==> src/rtl/mem_port_arbiter.sv <==
// Shares one single-port, fixed-latency memory between the fetch (IF) and data (MEM) ports.
// Data wins contention because its instruction is older; a burst limit keeps fetch from starving.
module mem_port_arbiter #(
    parameter int LATENCY    = 2,
    parameter int MAX_DBURST = 4
) (
    input  logic        clk,
    input  logic        reset,
    input  logic        if_req,
    input  logic [31:0] if_addr,
    output logic        if_valid,
    output logic [31:0] if_rdata,
    input  logic        d_req,
    input  logic        d_we,
    input  logic [1:0]  d_size,
    input  logic [31:0] d_addr,
    input  logic [31:0] d_wdata,
    output logic        d_valid,
    output logic        d_err,
    output logic [31:0] d_rdata,
    output logic        stall_if,
    output logic        stall_mem,
    output logic        mem_en,
    output logic        mem_we,
    output logic [1:0]  mem_size,
    output logic [31:0] mem_addr,
    output logic [31:0] mem_wdata,
    input  logic [31:0] mem_rdata
);

    typedef enum logic [1:0] {IDLE, ISSUE, WAIT, RESP} state_t;
    typedef enum logic [1:0] {OWN_NONE, OWN_IF, OWN_D} owner_t;

    localparam logic [3:0] LAT_LOAD   = 4'(LATENCY);
    localparam logic [3:0] DBURST_MAX = 4'(MAX_DBURST);

    state_t      state_q, state_d;
    owner_t      owner_q, owner_d;
    logic [3:0]  dburst_q, dburst_d;
    logic [3:0]  lat_cnt_q, lat_cnt_d;
    logic        is_read_q, is_read_d;
    logic        if_valid_q, if_valid_d;
    logic [31:0] if_rdata_q, if_rdata_d;
    logic        d_valid_q, d_valid_d;
    logic        d_err_q, d_err_d;
    logic [31:0] d_rdata_q, d_rdata_d;
    logic        mem_en_q, mem_en_d;
    logic        mem_we_q, mem_we_d;
    logic [1:0]  mem_size_q, mem_size_d;
    logic [31:0] mem_addr_q, mem_addr_d;
    logic [31:0] mem_wdata_q, mem_wdata_d;

    logic d_bad;
    logic d_wins;

    always_comb begin
        d_bad  = (d_size == 2'b11)
               | ((d_size == 2'b01) & d_addr[0])
               | ((d_size == 2'b10) & (d_addr[1:0] != 2'b00));
        d_wins = d_req & (~if_req | (dburst_q < DBURST_MAX));
    end

    always_comb begin
        state_d     = state_q;
        owner_d     = owner_q;
        dburst_d    = dburst_q;
        lat_cnt_d   = lat_cnt_q;
        is_read_d   = is_read_q;
        if_valid_d  = 1'b0;
        if_rdata_d  = if_rdata_q;
        d_valid_d   = 1'b0;
        d_err_d     = 1'b0;
        d_rdata_d   = d_rdata_q;
        mem_en_d    = 1'b0;
        mem_we_d    = 1'b0;
        mem_size_d  = 2'b00;
        mem_addr_d  = 32'h0;
        mem_wdata_d = 32'h0;

        case (state_q)
            IDLE: begin
                if (d_wins) begin
                    owner_d  = OWN_D;
                    // The burst only counts while fetch is actually being held off.
                    dburst_d = if_req ? dburst_q + 4'd1 : 4'd0;
                    if (d_bad) begin
                        state_d   = RESP;
                        d_valid_d = 1'b1;
                        d_err_d   = 1'b1;
                    end else begin
                        state_d     = ISSUE;
                        is_read_d   = ~d_we;
                        mem_en_d    = 1'b1;
                        mem_we_d    = d_we;
                        mem_size_d  = d_size;
                        mem_addr_d  = d_addr;
                        mem_wdata_d = d_wdata;
                    end
                end else if (if_req) begin
                    owner_d    = OWN_IF;
                    dburst_d   = 4'd0;
                    state_d    = ISSUE;
                    is_read_d  = 1'b1;
                    mem_en_d   = 1'b1;
                    mem_size_d = 2'b10;
                    mem_addr_d = if_addr;
                end
            end
            ISSUE: begin
                lat_cnt_d = LAT_LOAD;
                state_d   = WAIT;
            end
            WAIT: begin
                lat_cnt_d = lat_cnt_q - 4'd1;
                if (lat_cnt_q == 4'd1) begin
                    state_d    = RESP;
                    if_valid_d = (owner_q == OWN_IF);
                    d_valid_d  = (owner_q == OWN_D);
                    if (is_read_q && owner_q == OWN_IF) begin
                        if_rdata_d = mem_rdata;
                    end
                    if (is_read_q && owner_q == OWN_D) begin
                        d_rdata_d = mem_rdata;
                    end
                end
            end
            RESP: begin
                state_d = IDLE;
                owner_d = OWN_NONE;
            end
            default: begin
                state_d = IDLE;
                owner_d = OWN_NONE;
            end
        endcase
    end

    always_ff @(posedge clk or posedge reset) begin
        if (reset) begin
            state_q     <= IDLE;
            owner_q     <= OWN_NONE;
            dburst_q    <= 4'd0;
            lat_cnt_q   <= 4'd0;
            is_read_q   <= 1'b0;
            if_valid_q  <= 1'b0;
            if_rdata_q  <= 32'h0;
            d_valid_q   <= 1'b0;
            d_err_q     <= 1'b0;
            d_rdata_q   <= 32'h0;
            mem_en_q    <= 1'b0;
            mem_we_q    <= 1'b0;
            mem_size_q  <= 2'b00;
            mem_addr_q  <= 32'h0;
            mem_wdata_q <= 32'h0;
        end else begin
            state_q     <= state_d;
            owner_q     <= owner_d;
            dburst_q    <= dburst_d;
            lat_cnt_q   <= lat_cnt_d;
            is_read_q   <= is_read_d;
            if_valid_q  <= if_valid_d;
            if_rdata_q  <= if_rdata_d;
            d_valid_q   <= d_valid_d;
            d_err_q     <= d_err_d;
            d_rdata_q   <= d_rdata_d;
            mem_en_q    <= mem_en_d;
            mem_we_q    <= mem_we_d;
            mem_size_q  <= mem_size_d;
            mem_addr_q  <= mem_addr_d;
            mem_wdata_q <= mem_wdata_d;
        end
    end

    assign if_valid  = if_valid_q;
    assign if_rdata  = if_rdata_q;
    assign d_valid   = d_valid_q;
    assign d_err     = d_err_q;
    assign d_rdata   = d_rdata_q;
    assign mem_en    = mem_en_q;
    assign mem_we    = mem_we_q;
    assign mem_size  = mem_size_q;
    assign mem_addr  = mem_addr_q;
    assign mem_wdata = mem_wdata_q;
    assign stall_if  = if_req & ~if_valid_q;
    assign stall_mem = d_req & ~d_valid_q;

endmodule

==> config.mk <==
export PLATFORM = sky130hd
export DESIGN_NAME = mem_port_arbiter
export DESIGN_NICKNAME = d
export VERILOG_FILES = /design/src/rtl/mem_port_arbiter.sv
export SDC_FILE = /design/constraint.sdc
export NUM_CORES = 1
export LEC_CHECK = 0
export BUFFER_PORTS_ARGS = -buffer_cell sky130_fd_sc_hd__buf_4
export CAP_MARGIN = 20
export CORE_ASPECT_RATIO = 1.1
export CORE_MARGIN = 1.5
export CORE_UTILIZATION = 25
export DETAILED_ROUTE_END_ITERATION = 6
export MAX_ROUTING_LAYER = met4
export PLACE_DENSITY = 0.5
export SETUP_SLACK_MARGIN = 0.1
export SYNTH_ARGS = -nofsm -noshare
export SYNTH_HDL_FRONTEND = slang
export SYNTH_SLANG_ARGS = --single-unit
==> constraint.sdc <==
create_clock -name clk -period 9.38 [get_ports clk]
set_input_delay 1.407 -clock clk [delete_from_list [all_inputs] [get_ports clk]]
set_output_delay 1.407 -clock clk [all_outputs]
set_load 0.1 [all_outputs]
== Yosys cells after proc, flatten, opt, wreduce, memory -nomap -nowiden ==
Cells that the tools add are included.

* Register bits: 148

* Add/sub/neg operators: 2
* Order comparisons: 1
* Eq/ne operators: 12
* Multiplexer cells: 39
* Bitwise gates (word level): 12
* Reduce and logical (&&, ||, !) cells: 13

{| class="wikitable"
|+ Operator list
! operator !! count
|-
| two-way mux 32 bit || 7
|-
| two-way mux 2 bit || 9
|-
| two-way mux 1 bit || 16
|-
| two-way mux 4 bit || 3
|-
| equality test 2 bit (second input constant) || 5
|-
| AND reduction 3 bit || 3
|-
| case mux 2 bit (4 select lines) || 1
|-
| case mux 4 bit (2 select lines) || 1
|-
| nonzero test 2 bit || 4
|-
| equality test 2 x 1 -> 1 bit (second input constant) || 3
|-
| AND reduction 2 bit || 3
|-
| AND 1 bit || 5
|-
| adder 4 x 1 -> 4 bit (second input constant) || 1
|-
| equality test 4 x 1 -> 1 bit (second input constant) || 1
|-
| < comparator 4 x 3 -> 1 bit (second input constant) || 1
|-
| inequality test 2 bit (second input constant) || 2
|-
| inverter 1 bit || 4
|-
| case mux 2 bit (2 select lines) || 1
|-
| subtractor 4 x 1 -> 4 bit (second input constant) || 1
|-
| inequality test 3 bit (second input constant) || 1
|-
| OR 1 bit || 3
|-
| logical AND 1 bit || 2
|-
| zero test 2 bit || 1
|-
| case mux 1 bit (2 select lines) || 1
|}

== Depth between registers and ports, before layout ==
* Depth after elaboration: 7
* Depth in mapped cells: 6

== Worst setup path after synthesis ==
No wires, ideal clock.

* Path type: input to output
* Start: in if_req
* End: out stall_if
* Data arrival time: 3.040 ns
* Required time: 7.973 ns
* Setup slack: 4.933 ns
* Cell stages on the path: 2
* Path buffers: 1
* Path through: clkbuf_1 -> nor2b_1

* Cells in the longest elaborated chain, start to end: 1

{| class="wikitable"
|+ RTL lines
! item !! RTL line !! RTL
|-
| start: declaration || 9 || <nowiki>input logic if_req,</nowiki>
|-
| AND 1 bit || 184 || <nowiki>assign stall_if = if_req & ~if_valid_q;</nowiki>
|-
| end: declaration || 21 || <nowiki>output logic stall_if,</nowiki>
|}

Every way passes these cells.

== Worst setup path in the final report ==
Ends and elaborated chain as after synthesis.

==> run summary <==
post-synthesis sequential area ratio = 67.1%
Leak = 4.25 nW
Logic pwr share = 45.0%
commonest non-fill, non-tap cells in the layout = 275 x buf_4, 148 x dfrtp_1, 64 x mux2_2
GRT overflow = 0
setup TNS = 0 ns
Worst Path Required = 7.97 ns
syn nets = 513
Vias = 4,127
starting density of the core = 25.7%
crit path kind = input pin to primary output
synthesized cell area = 5520 um^2
fin. max-slew vios = 0
H-tree depth = 4
Slew @ Worst Pin = 0.858 ns
ant diodes = 0
DR WL/cell = 16.2 um
Int Pwr = 1.46 mW
Hold Path Class = register to register
mean number of vias per cell = 4.34
Resize count post-CTS = 0
TritonCTS clock tree = built
# Post-CTS Setup Buffers = 0
top_reg_cell synth = dfrtp_1
die height = 159 um
Fin Clk Skew = 0.0101 ns
Worst Path Max Fanout = 11
CP startpoint = if_req
Setup-failing EPs final = 0
Flop pwr share = 29.9%
Final #Nets = 790
I/O Buffers = 271
share of layout cells above drive strength 1 = 57.0%
Die X-Extent = 145 um
first-pass GRT wire length = 23.5 mm
HPWL Detailed = 11.5 mm
die area = 23,000 um^2
GP Congestion = 0.725
Clk pwr share = 25.1%
clock root cell = clkbuf_16
Mapped Cells = 372
I/O pins = 272
worst slack, placed = 5.96 ns
Max Cap Viol = 0
Reg2Reg Setup Slack = 7.16 ns
vias in the first global route = 4,387
clock sinks = 148
final hold violation count = 0
synthesized area per cell = 14.8 um^2
DRC = 0
switching portion of total power = 46.5%
Synth top area share = 67.1%
Worst-Skew Late Latency = 0.41 ns
setup ws final = 5.96 ns
fin crit share = 36.4%
Synth area leaders = dfrtp_1 67%, mux2_2 13%, a22o_1 5.1%
GRT Overall Usage = 13.8%
unrepaired setup endpoints after global routing = false
top cell type by total area after synthesis = dfrtp_1
pwr dens = 323 nW/um^2
Unique masters post-synth = 38
CTS Buf Count = 17
clock transition at the registers of the reported paths = 0.06 ns
Seq cells post-synth = 148
Final min period = 3.42 ns
antenna-violating nets left = 0
CP Capture Type = primary output
Hold Startpoint = dburst_q[1]
initial antenna violation count = 0
Placement Rows = 56
Yosys Warn Count = 0
Core Footprint = 21,500 um^2
VDD IR max = 0.115 mV
Fmax = 293 MHz
initial DRC count = 118
Arrival @ worst endpoint = 2.01 ns
Area Growth Syn to Fin = 53.6%
1st-pass router iterations = 6
number of synthesized flops with an enable pin = 0
most common cell after layout, fill and taps aside = buf_4
Routed WL = 15.4 mm
status = completed
Switch Pwr = 1.27 mW
pin count of the biggest net entering global routing = 84
Longest Clk Path Bufs = 2
asr flop ratio synth = 100%
FF-to-FF Start = state_q[0]
startpoint types = input pin
Max-slew headroom = 42.8%
Fill cells = 2,080
Hold-fix buffers, CTS = 0
[kinds of logic (layout without fill, tap and decap cells)]
logic type	Yosys count	count (layout)	share of synthesized area, %
flip-flops	148	148	67.1
multiplexers	66	66	13.4
AND/OR/NAND/NOR	65	65	7.07
AO/OA/AOI/OAI	59	59	8.84
buffers and inverters	28	317	2.27
adder cells (fa/ha/maj)	6	6	1.36
[flip-flops by register name (all words and copies together) (netlist names)]
name	cells
if_rdata	32
mem_size	2
lat_cnt_q	4
if_valid	1
mem_en	1
owner_q	2
d_rdata	32
is_read_q	1
d_err	1
mem_wdata	32
state_q	2
mem_we	1
d_valid	1
dburst_q	4
mem_addr	32
[worst max-delay path, cell delays in order]
cell and delay [ns]:
buf_4 0.15, nor2b_1 0.14, buf_4 0.31
[final cells by class]
class / instances / area [um^2] / area share, %
Clock buffer: 19 / 443 / 5.22
Timing Repair Buffer: 276 / 2080 / 24.5
Multi-Input combinational cell: 196 / 1700 / 20.0
Inverter: 10 / 42.5 / 0.501
Tap cell: 290 / 363 / 4.28
Sequential cell: 148 / 3700 / 43.7
Clock inverter: 12 / 155 / 1.83
[power groups by stage]
stage	clock [mW]	combinational (mW)	sequential, mW
finish	0.686	1.23	0.817
floorplan	0	0.209	1.56
detailed placement	0	1.24	0.830
CTS	0.708	1.24	0.819
global placement	0	1.23	0.823
global route	0.737	1.28	0.831
[cells in the mapped netlist, types with 2 or more instances]
| master | instances |
|---|---|
| dfrtp_1 | 148 |
| mux2_2 | 64 |
| and2_1 | 37 |
| a22o_1 | 32 |
| inv_1 | 10 |
| buf_2 | 7 |
| clkbuf_1 | 6 |
| ha_1 | 6 |
| nand2_1 | 6 |
| nor2_1 | 5 |
| a32o_1 | 4 |
| o21ai_0 | 4 |
| a21oi_1 | 3 |
| clkbuf_2 | 3 |
| nor2b_1 | 3 |
| o22ai_1 | 3 |
| a41oi_1 | 2 |
| and3_1 | 2 |
| buf_4 | 2 |
| mux2i_1 | 2 |
| nand3_1 | 2 |
| nand4_1 | 2 |
| nor3_1 | 2 |
| nor3b_1 | 2 |
| o211ai_1 | 2 |
[path summary, 6_finish.rpt]
path                       depth (start not counted)            to
setup / recovery                                   3      stall_if
hold / removal                                     1   dburst_q[1]
setup reg to reg                                   6  mem_addr[12]
hold reg to reg                                    1   dburst_q[1]
max in group asynchronous                          3        mem_we
min in group asynchronous                          2   d_rdata[18]
[metrics by stage]
| step | cells | hold WS (ns) | instance area [um^2] | power [mW] | utilization (%) |
|---|---|---|---|---|---|
| 4_1_cts | 951 | 0.504 | 8480 | 2.77 | 39.4 |
| 3_5_place_dp | 920 | 0.490 | 7890 | 2.07 | 36.7 |
| 5_1_grt | 951 | 0.509 | 8480 | 2.85 | 39.4 |
| 6_report | 951 | 0.504 | 8480 | 2.74 | 39.4 |
| 3_3_place_gp | 919 | 0.484 | 7870 | 2.05 | 36.6 |
| 2_1_floorplan | 372 | 0.463 | 5520 | 1.77 | - |
[routing by layer]
layer / share of wire, % / vias to the layer above / track usage (%)
met2: 54 / 147 / 24.5
met4: 2.0 / 0 / 4.59
met3: 5.9 / 20 / 3.65
met5: 0 / - / -
li1: - / 1872 / -
met1: 38 / 2088 / 14.7
(Power assumes the default switching activity.)
